==> config.mk <==
export PLATFORM = sky130hd
export DESIGN_NAME = alu_muldiv_sequencer
export DESIGN_NICKNAME = d
export VERILOG_FILES = /design/src/rtl/alu_muldiv_sequencer.sv
export SDC_FILE = /design/constraint.sdc
export NUM_CORES = 1
export LEC_CHECK = 0
export ABC_AREA = 1
export BUFFER_PORTS_ARGS = -buffer_cell sky130_fd_sc_hd__buf_2
export CORE_AREA = 2 2 126 128
export CTS_CLUSTER_SIZE = 8
export DETAILED_ROUTE_END_ITERATION = 12
export DIE_AREA = 0 0 128 130
export PLACE_DENSITY = 0.85
export SLEW_MARGIN = 40
export SYNTH_ARGS = -nofsm -noshare
export SYNTH_HDL_FRONTEND = slang
export SYNTH_SLANG_ARGS = --single-unit
==> constraint.sdc <==
create_clock -name iCLK -period 3.45 [get_ports iCLK]
set_input_delay 0.5175 -clock iCLK [delete_from_list [all_inputs] [get_ports iCLK]]
set_output_delay 0.5175 -clock iCLK [all_outputs]
set_load 0.01 [all_outputs]
==> src/rtl/alu_muldiv_sequencer.sv <==
// Multi-cycle MUL / DIVU / REMU sequencer that borrows the execute-stage ALU
// for its add/subtract steps; shift-add multiply and restoring divide.
module alu_muldiv_sequencer #(
    parameter logic [4:0] ALU_ADD  = 5'd3,
    parameter logic [4:0] ALU_SUB  = 5'd4,
    parameter logic [4:0] ALU_ZERO = 5'd31,
    parameter int         STEPS    = 32
) (
    input  logic        iCLK,
    input  logic        iRST_n,
    input  logic        iStart,
    input  logic [1:0]  iOp,
    input  logic [31:0] iOpA,
    input  logic [31:0] iOpB,
    output logic [4:0]  oAluControl,
    output logic [31:0] oAluA,
    output logic [31:0] oAluB,
    input  logic [31:0] iAluResult,
    output logic        oBusy,
    output logic        oDone,
    output logic [31:0] oResult
);

    typedef enum logic [1:0] {S_IDLE, S_STEP, S_DONE} state_t;

    localparam logic [1:0] OP_MUL  = 2'd0;
    localparam logic [1:0] OP_DIVU = 2'd1;
    localparam logic [1:0] OP_REMU = 2'd2;

    state_t      state_q, state_d;
    logic [1:0]  op_q, op_d;
    logic [4:0]  cnt_q, cnt_d;
    logic [31:0] work_q, work_d;     // acc (MUL) or rem (DIVU/REMU)
    logic [31:0] a_q, a_d;           // mcand (MUL) or quo (DIVU/REMU)
    logic [31:0] b_q, b_d;           // mplier (MUL) or div (DIVU/REMU)
    logic [31:0] result_q, result_d;
    logic        busy_q, busy_d;
    logic        done_q, done_d;

    logic [31:0] t;
    logic        hi, borrow, ge, last;

    // Shifted remainder {hi, t}; ge decides whether the trial subtract is kept.
    assign t      = {work_q[30:0], a_q[31]};
    assign hi     = work_q[31];
    assign borrow = (~t[31] & b_q[31]) | (~(t[31] ^ b_q[31]) & iAluResult[31]);
    assign ge     = hi | ~borrow;
    assign last   = (cnt_q == 5'(STEPS - 1));

    always_comb begin
        oAluControl = ALU_ZERO;
        oAluA       = '0;
        oAluB       = '0;
        if (state_q == S_STEP) begin
            case (op_q)
                OP_MUL: begin
                    oAluControl = ALU_ADD;
                    oAluA       = work_q;
                    oAluB       = b_q[0] ? a_q : '0;
                end
                OP_DIVU, OP_REMU: begin
                    oAluControl = ALU_SUB;
                    oAluA       = t;
                    oAluB       = b_q;
                end
                default: ;
            endcase
        end
    end

    always_comb begin
        state_d  = state_q;
        op_d     = op_q;
        cnt_d    = cnt_q;
        work_d   = work_q;
        a_d      = a_q;
        b_d      = b_q;
        result_d = result_q;
        case (state_q)
            S_IDLE: begin
                if (iStart) begin
                    op_d    = iOp;
                    cnt_d   = '0;
                    work_d  = '0;
                    a_d     = iOpA;
                    b_d     = iOpB;
                    state_d = S_STEP;
                end
            end
            S_STEP: begin
                cnt_d = cnt_q + 5'd1;
                case (op_q)
                    OP_MUL: begin
                        work_d = iAluResult;
                        a_d    = a_q << 1;
                        b_d    = b_q >> 1;
                    end
                    OP_DIVU, OP_REMU: begin
                        work_d = ge ? iAluResult : t;
                        a_d    = {a_q[30:0], ge};
                    end
                    default: ;
                endcase
                if (last) begin
                    state_d = S_DONE;
                    case (op_q)
                        OP_MUL:  result_d = iAluResult;
                        OP_DIVU: result_d = {a_q[30:0], ge};
                        OP_REMU: result_d = ge ? iAluResult : t;
                        default: result_d = '0;
                    endcase
                end
            end
            S_DONE:  state_d = S_IDLE;
            default: state_d = S_IDLE;
        endcase
        busy_d = (state_d != S_IDLE);
        done_d = (state_d == S_DONE);
    end

    always_ff @(posedge iCLK or negedge iRST_n) begin
        if (!iRST_n) begin
            state_q  <= S_IDLE;
            op_q     <= '0;
            cnt_q    <= '0;
            work_q   <= '0;
            a_q      <= '0;
            b_q      <= '0;
            result_q <= '0;
            busy_q   <= 1'b0;
            done_q   <= 1'b0;
        end else begin
            state_q  <= state_d;
            op_q     <= op_d;
            cnt_q    <= cnt_d;
            work_q   <= work_d;
            a_q      <= a_d;
            b_q      <= b_d;
            result_q <= result_d;
            busy_q   <= busy_d;
            done_q   <= done_d;
        end
    end

    assign oBusy   = busy_q;
    assign oDone   = done_q;
    assign oResult = result_q;

endmodule

==> summary.md, run 1 <==
| Metric | Value |
|---|---|
| Status | complete, no violations |
| Residual DRC count | 0 |
| Met2 wire len | 12.6 mm |
| Max cap viols | 0 |
| Final setup viols | 0 |
| Hold Crit Class | in2async |
| Seq/Total Area, Yosys | 39.5% |
| HPWL after DPL | around 18 mm |
| Clock Tree Buf Depth | 2 |
| Sw Pwr | 5.47 mW |
| Global-route wire length before repair | 42.4 mm |
| Core box area | 15400 um^2 |
| Commonest non-fill, non-tap cell in the layout | nand2_1 |
| Post-CTS setup buffer count | 0 |
| GRT overflow | 0 |
| Mean Syn Cell Area | 6.89 um^2 |
| Final Wtd Congestion | ~0.87 |
| Highest Signal Layer | met5 |
| DR WL/cell | between 15 and 20 um |
| Largest net degree at the start of global routing | 75 |
| R2R Setup Slk | 740 ps |
| Max IR drop VDD | 0.572 mV |
| WS Path Type | reg2out |
| Clock Skew | 11.0 ps |
| Final critical-path required period | slightly below 3000 ps |
| CTS tree | done |
| Slew Viols, Final | 0 |
| Most frequent cells in the layout | nand2_1, buf_2, o21ai_0 |
| GRT Util Overall | 32.4% |
| Clk sinks | 139 |
| CP Data Required Time | between 2000 and 3000 ps |
| Synth warn | 0 |
| Power share of the clock group | approximately 17% |
| Clock latency on the worst-skew pair | 440 ps |
| Buf/Inv on CP | 3 |
| Die X | 128 um |
| LEAKAGE | 5.51 nW |
| XOR/XNOR Fraction of Synth Area | 0.0993% |
| Final Cycle Share | roughly 86% |
| Cell Rows | 46 |
| CTS root buffer | clkbuf_16 |
| Synthesis-to-finish area growth | 18.5% |
| Placed inst area | 9830 um^2 |
| Initial DRC count | ~1100 |
| Via count | 9228 |
| H-tree levels | 4 |
| Synthesized cell area | 8820 um^2 |
| Reg power frac | 25.6% |
| Mapped Cells | 1279 |
| Antenna viol nets, final | 0 |
| Peak fanout along the critical path | 40 |
| Slew headroom | 52.3% |
| Total wire length | 26.8 mm |
| Delay-heaviest family, CP | buffers and inverters |
| Hold-fix buffers at CTS | 0 |
| Starting Density | 57.2% |
| Peak Freq | 337 MHz |
| Initial antenna violation count | 1 |
| Reg clk slew, reported paths | 70 ps |
| Post-Syn Nets | 1388 |
| Fraction of layout cells with a size suffix above 1 | a little under a quarter |
| Vias in the first global route | between 8000 and 9000 |
| Cell Chain, Critical Path | inv_1 > ha_4 > buf_4 > nand2_1 > a21oi_1 > buf_2 |
| Worst EP arrival | 2450 ps |
| Post-synthesis simple-gate area fraction | 28.3% |
| Post-CTS sizing | 0 |
| Compound-Gate Fraction of Synth Area | 19.7% |
| # diodes | 0 |
| Slowest-stage cell, CP | ha_4 |
| Setup TNS | 0 ps |
| Worst Tran Pin Value | 715 ps |
| Vias per inst | 5.64 |
| Final Hold Fails | 0 |
| Number of synthesized register bits | approximately 140 |
| Die Span Y | 130 um |
| CTS buffer count | 17 |
| Met3 Routed Length | 2.03 mm |
| Fin area | 10400 um^2 |
| Startpoint Class | flop |
| Worst Setup End Kind | output port |
| Ports | 204 |
| Cell variety after synth | 29 |
| Mux contribution to synthesized area | 0% |
| RSZ-0062 raised after global routing | false |
| Internal | about 5.5 mW |
| First-pass DRT Iterations | 6 |
| Adder-Cell Fraction of Synth Area | around 1.1% |
| Max incr delay on CP | 510 ps |
| Pwr Density | roughly 1100 nW/um^2 |
| Main combinational cell family by area after synthesis | simple AND/OR/NAND/NOR gates |
| Sw Share | around half |
| Die ar. | 16600 um^2 |
| Post-layout nets | 1540 |
| Port Buffer Count | just over 200 |
| Combinational share of power | 57.3% |
| Wl on met1 | between 10 and 15 mm |
==> worst reg2reg max path: cells and delay by family, from the launching register on <==
family | cells | cell delay, ps
flip-flops | 1 | 400
adder cells (fa/ha/maj) | 1 | 330
AND/OR/NAND/NOR | 1 | 280
buffers and inverters | 3 | 1090
AO/OA/AOI/OAI | 2 | 450
==> final cells by class <==
cell class | instances | area [um^2]
flip-flops and latches | 139 | 3480
repair buffers | 225 | 1230
well taps | 192 | 240
clock buffers | 20 | 447
fillers | 1328 | 4980
inverters | 142 | 534
clock inverters | 11 | 145
multi-input cells | 906 | 4370
==> cells in the mapped netlist <==
cell	count	share of area (%)
or2_0	5	0.35
inv_1	138	5.9
o22ai_1	6	0.43
ha_1	8	1.1
clkinv_1	1	0.043
a22o_1	2	0.20
nor2_1	8	0.34
clkbuf_2	3	0.17
or2_2	26	1.8
o21ai_1	11	0.62
buf_6	6	0.77
nor2_4	1	0.13
clkbuf_1	44	1.9
buf_1	8	0.34
or2_4	1	0.099
a21oi_2	50	5.0
xor2_1	1	0.099
inv_2	3	0.13
a21oi_1	46	2.6
a21boi_0	1	0.085
buf_2	21	1.2
buf_4	10	0.85
o211ai_1	31	2.6
nor3b_1	1	0.085
nor3_1	5	0.28
nand3_1	99	5.6
dfrtp_1	139	39
o21ai_0	144	8.2
nand2_1	460	20
==> stage by stage <==
stage	hold WS (ps)	instances	worst slack [ps]	total power [mW]	util (%)
6_report	75.5	1635	479	11.0	67.7
5_1_grt	110	1635	361	11.9	67.7
4_1_cts	113	1634	525	10.9	67.6
3_5_place_dp	459	1603	947	8.97	63.7
3_3_place_gp	457	1603	1020	8.80	63.7
2_1_floorplan	222	1279	1330	7.28	-
==> path summary, 6_finish.rpt <==
path,start,endpoint,depth (start not counted)
hold / removal,iRST_n,b_q[7],1
setup reg to reg,op_q[0],b_q[19],7
setup / recovery,op_q[0],oAluB[27],6
max in group asynchronous,iRST_n,work_q[23],2
hold reg to reg,oResult[9],oResult[9],2
min in group iCLK,iOpA[28],a_q[28],3
==> logic make-up (layout without fill, tap and decap cells) <==
group	count (synthesis)	after routing
buffers and inverters	234	398
adders and majority gates	8	8
DFF	139	139
AOI/OAI and AO/OA	291	291
and+or+nand+nor	606	606
xor gates and xnor gates	1	1
==> sequential cells by signal, summed over array words and instances, names as in the netlist <==
register and flops:
state_q 2, op_q 2, oResult 32, b_q 32, oDone 1, oBusy 1, work_q 32, cnt_q 5
a_q 32
==> power groups by stage <==
stage / Combinational [mW] / Sequential (mW) / Clock (mW)
floorplan: 4.60 / 2.68 / 0
global placement: 6.01 / 2.80 / 0
detailed placement: 6.15 / 2.81 / 0
CTS: 6.22 / 2.80 / 1.88
global route: 7.03 / 2.89 / 1.95
finish: 6.30 / 2.81 / 1.88
==> routing by layer <==
layer | up-vias | global-route usage, %
met4 | 2 | 15.5
met2 | 512 | 54.3
met5 | - | 0
met1 | 4233 | 41.4
met3 | 83 | 5.41
li1 | 4398 | -
Power figures use the tool's default switching activity.
==> run 2: changes to the inputs <==
--- a/config.mk
+++ b/config.mk
@@ -6,12 +6,12 @@
 export NUM_CORES = 1
 export LEC_CHECK = 0
 export ABC_AREA = 1
-export BUFFER_PORTS_ARGS = -buffer_cell sky130_fd_sc_hd__buf_2
-export CORE_AREA = 2 2 126 128
+export CORE_AREA = 5 5 123 125
 export CTS_CLUSTER_SIZE = 8
 export DETAILED_ROUTE_END_ITERATION = 12
 export DIE_AREA = 0 0 128 130
-export PLACE_DENSITY = 0.85
+export DONT_BUFFER_PORTS = 1
+export PLACE_DENSITY = 0.8
 export SLEW_MARGIN = 40
 export SYNTH_ARGS = -nofsm -noshare
 export SYNTH_HDL_FRONTEND = slang
==> run 2 against run 1 <==
  * Clock skew about the same
  * Core utilization increased by 0.42 points
  * Cell count decreased by 13%
  * The flow now finishes with violations (negative hold slack)
  * Power decreased by 4.6%
  * Critical path type unchanged
  * Clock power decreased by 3%
  * First-iteration DRC count decreased by 30%
  * Setup slack got worse by 28 ps
==> summary.md, run 2 (same netlist as run 1, synthesis figures left out) <==
| Metric | Value |
|---|---|
| # diodes | 0 (unchanged) |
| H-tree levels | 4 (unchanged) |
| Area of the multi-input gates | 4370 um^2 (unchanged) |
| Clock latency on the worst-skew pair | 420 ps (-20 ps) |
| First-pass DRT Iterations | 6 (unchanged) |
| Synthesis-to-finish area growth | 6.49% |
| Cell Rows | 43 (-6.5%) |
| WS Path Type | reg2out |
| Sequential cell area | 3480 um^2 (unchanged) |
| Fraction of layout cells with a size suffix above 1 | 11.0% (-13 points) |
| Commonest non-fill, non-tap cell in the layout | nand2_1 |
| Most frequent cells in the layout | nand2_1, o21ai_0, dfrtp_1 |
| Setup TNS | 0 ps (unchanged) |
| Placed cells | 1387 (-13%) |
| LEAKAGE | 4.57 nW (-17%) |
| Post-layout nets | 1335 (-13%) |
| Worst Setup End Kind | output port |
| CTS buffer count | 17 (unchanged) |
| # fillers | 1218 (-8.3%) |
| Starting Density | 64.0% (+6.9 points) |
| Antenna viol nets, final | 0 (unchanged) |
| Peak Freq | 333 MHz (-0.94%) |
| Slew headroom | 47.9% (-4.4 points) |
| Vias in the first global route | 7926 (-8.1%) |
| Final Hold Fails | 139 (+139) |
| Failing checks | negative hold slack |
| CTS root buffer | clkbuf_16 |
| Sw Pwr | 5.28 mW (-3.6%) |
| Status | finished with violations |
| Cell Chain, Critical Path | inv_1 > ha_4 > buf_4 > a21oi_1 > nor3b_1 |
| Clock Tree Buf Depth | 2 (unchanged) |
| Reg power frac | 27.0% (+1.4 points) |
| Total wire length | 25.7 mm (-4.4%) |
| Via count | 8348 (-9.5%) |
| Residual DRC count | 0 (unchanged) |
| Largest net degree at the start of global routing | 140 (+87%) |
| HPWL after DPL | 17.2 mm (-2.2%) |
| GRT Util Overall | 30.5% (-1.9 points) |
| Clock Skew | 10.8 ps (-0.277 ps) |
| Slew Viols, Final | 0 (unchanged) |
| Core box area | 13800 um^2 (-11%) |
| Power share of the clock group | 17.4% (+0.3 points) |
| Slowest-stage cell, CP | ha_4 |
| Reg clk slew, reported paths | 60 ps (about the same) |
| Hold slack | -204 ps (-279 ps) |
| Layout Cells excl Fill | 1419 (-13%) |
| Max cap viols | 0 (unchanged) |
| Worst Tran Pin Value | 780 ps (+64.4 ps) |
| Final worst slack | 451 ps (-28.3 ps) |
| Initial DRC count | 788 (-30%) |
| Worst EP arrival | 2480 ps (+30 ps) |
| CTS tree | done |
| Peak fanout along the critical path | 37 (-7.5%) |
| Initial antenna violation count | 0 (-1) |
| Final critical-path required period | 3000 ps (+28.3 ps) |
| CP Data Required Time | 2930 ps (about the same) |
| Vias per inst | 5.88 (+4.2%) |
| Final setup viols | 0 (unchanged) |
| DR WL/cell | 18.1 um (+10%) |
| Die ar. | 16600 um^2 (unchanged) |
| Final Cycle Share | 86.9% (+0.82 points) |
| Max IR drop VDD | 0.584 mV (+2.2%) |
| Max incr delay on CP | 510 ps (about the same) |
| Tot Pwr | 10.5 mW (-4.6%) |
| Startpoint Class | flop |
| Hold Crit Class | in2async |
| Dpl ws | 875 ps (-71.8 ps) |
| Die Span Y | 130 um (unchanged) |
| Die X | 128 um (unchanged) |
| Final Wtd Congestion | 0.886 (+1.8%) |
| Combinational share of power | 55.5% (-1.8 points) |
| Global-route wire length before repair | 40.2 mm (-5.2%) |
| Port Buffer Count | 0 (-100%) |
| RSZ-0062 raised after global routing | false |
| Ports | 204 (unchanged) |
| GRT overflow | 0 (unchanged) |
| Post-CTS sizing | 0 (unchanged) |
| Internal | 5.21 mW (-5.6%) |
| Clk sinks | 139 (unchanged) |
| Pwr Density | 1120 nW/um^2 (+6.2%) |
| Sw Share | 50.3% (+0.52 points) |
## run 2: cell count changes in the layout (fill, tap and decap cells not counted), sizes merged
| cell | change |
|---|---|
| buf | -204 |
| bufinv | -1 |
| clkinvlp | -1 |
| clkinv | +2 |
## run 2: final cells by class
class / count / share of cell area (%)
multi-input cells: 906 / 46.6
flip-flops and latches: 139 / 37.1
inverters: 142 / 5.69
clock buffers: 21 / 5.01
well taps: 180 / 2.40
repair buffers: 20 / 2.00
clock inverters: 11 / 1.25
## run 2: timing repair
| item | 4_1_cts | 5_1_grt |
|---|---|---|
| endpoints found under the hold margin | 139 | 139 |
| endpoints found under the setup margin | 0 | 0 |
| setup buffers | 0 | 0 |
## run 2: through the flow
step | hold WS [ps] | util (%) | instance area (um^2)
6_report | -204 | 68.2 | 9390
3_5_place_dp | 226 | 63.9 | 8800
2_1_floorplan | 222 | - | 8820
5_1_grt | -223 | 68.2 | 9390
4_1_cts | -215 | 68.2 | 9390
3_3_place_gp | 226 | 63.6 | 8760
## run 2: worst max-delay path, delay by kind of cell (launching register included)
kind / cells / cell delay [ps]
adder cells (fa/ha/maj): 1 / 510
buffers and inverters: 2 / 570
flip-flops: 1 / 380
AO/OA/AOI/OAI: 1 / 100
AND/OR/NAND/NOR: 1 / 480
## run 2: final timing paths
path / from / endpoint / slack (ps) / depth (start not counted)
max in group asynchronous: iRST_n / work_q[10] / 3480 / 0
max reg2reg: op_q[0] / a_q[21] / 940 / 9
min in group iCLK: iOp[0] / op_q[0] / 260 / 2
min reg2reg: b_q[26] / b_q[26] / 500 / 2
max: op_q[0] / oAluB[0] / 450 / 5
min: iRST_n / a_q[9] / -200 / 0
## run 2: power groups by stage
stage	clock network (mW)	registers [mW]	logic, mW
after floorplan	0	2.68	4.60
after CTS	1.84	2.82	5.78
after global placement	0	2.83	5.50
final	1.83	2.84	5.82
after detailed placement	0	2.84	5.75
after global routing	1.91	2.91	6.51
## run 2: layer usage
layer / vias to the layer above / global-route usage (%) / wire (um)
li1: 3985 / - / -
met1: 3899 / 38.6 / 9980
met4: 0 / 12.8 / 891
met3: 53 / 8.35 / 2610
met5: - / 0 / 0
met2: 411 / 49.7 / 12200
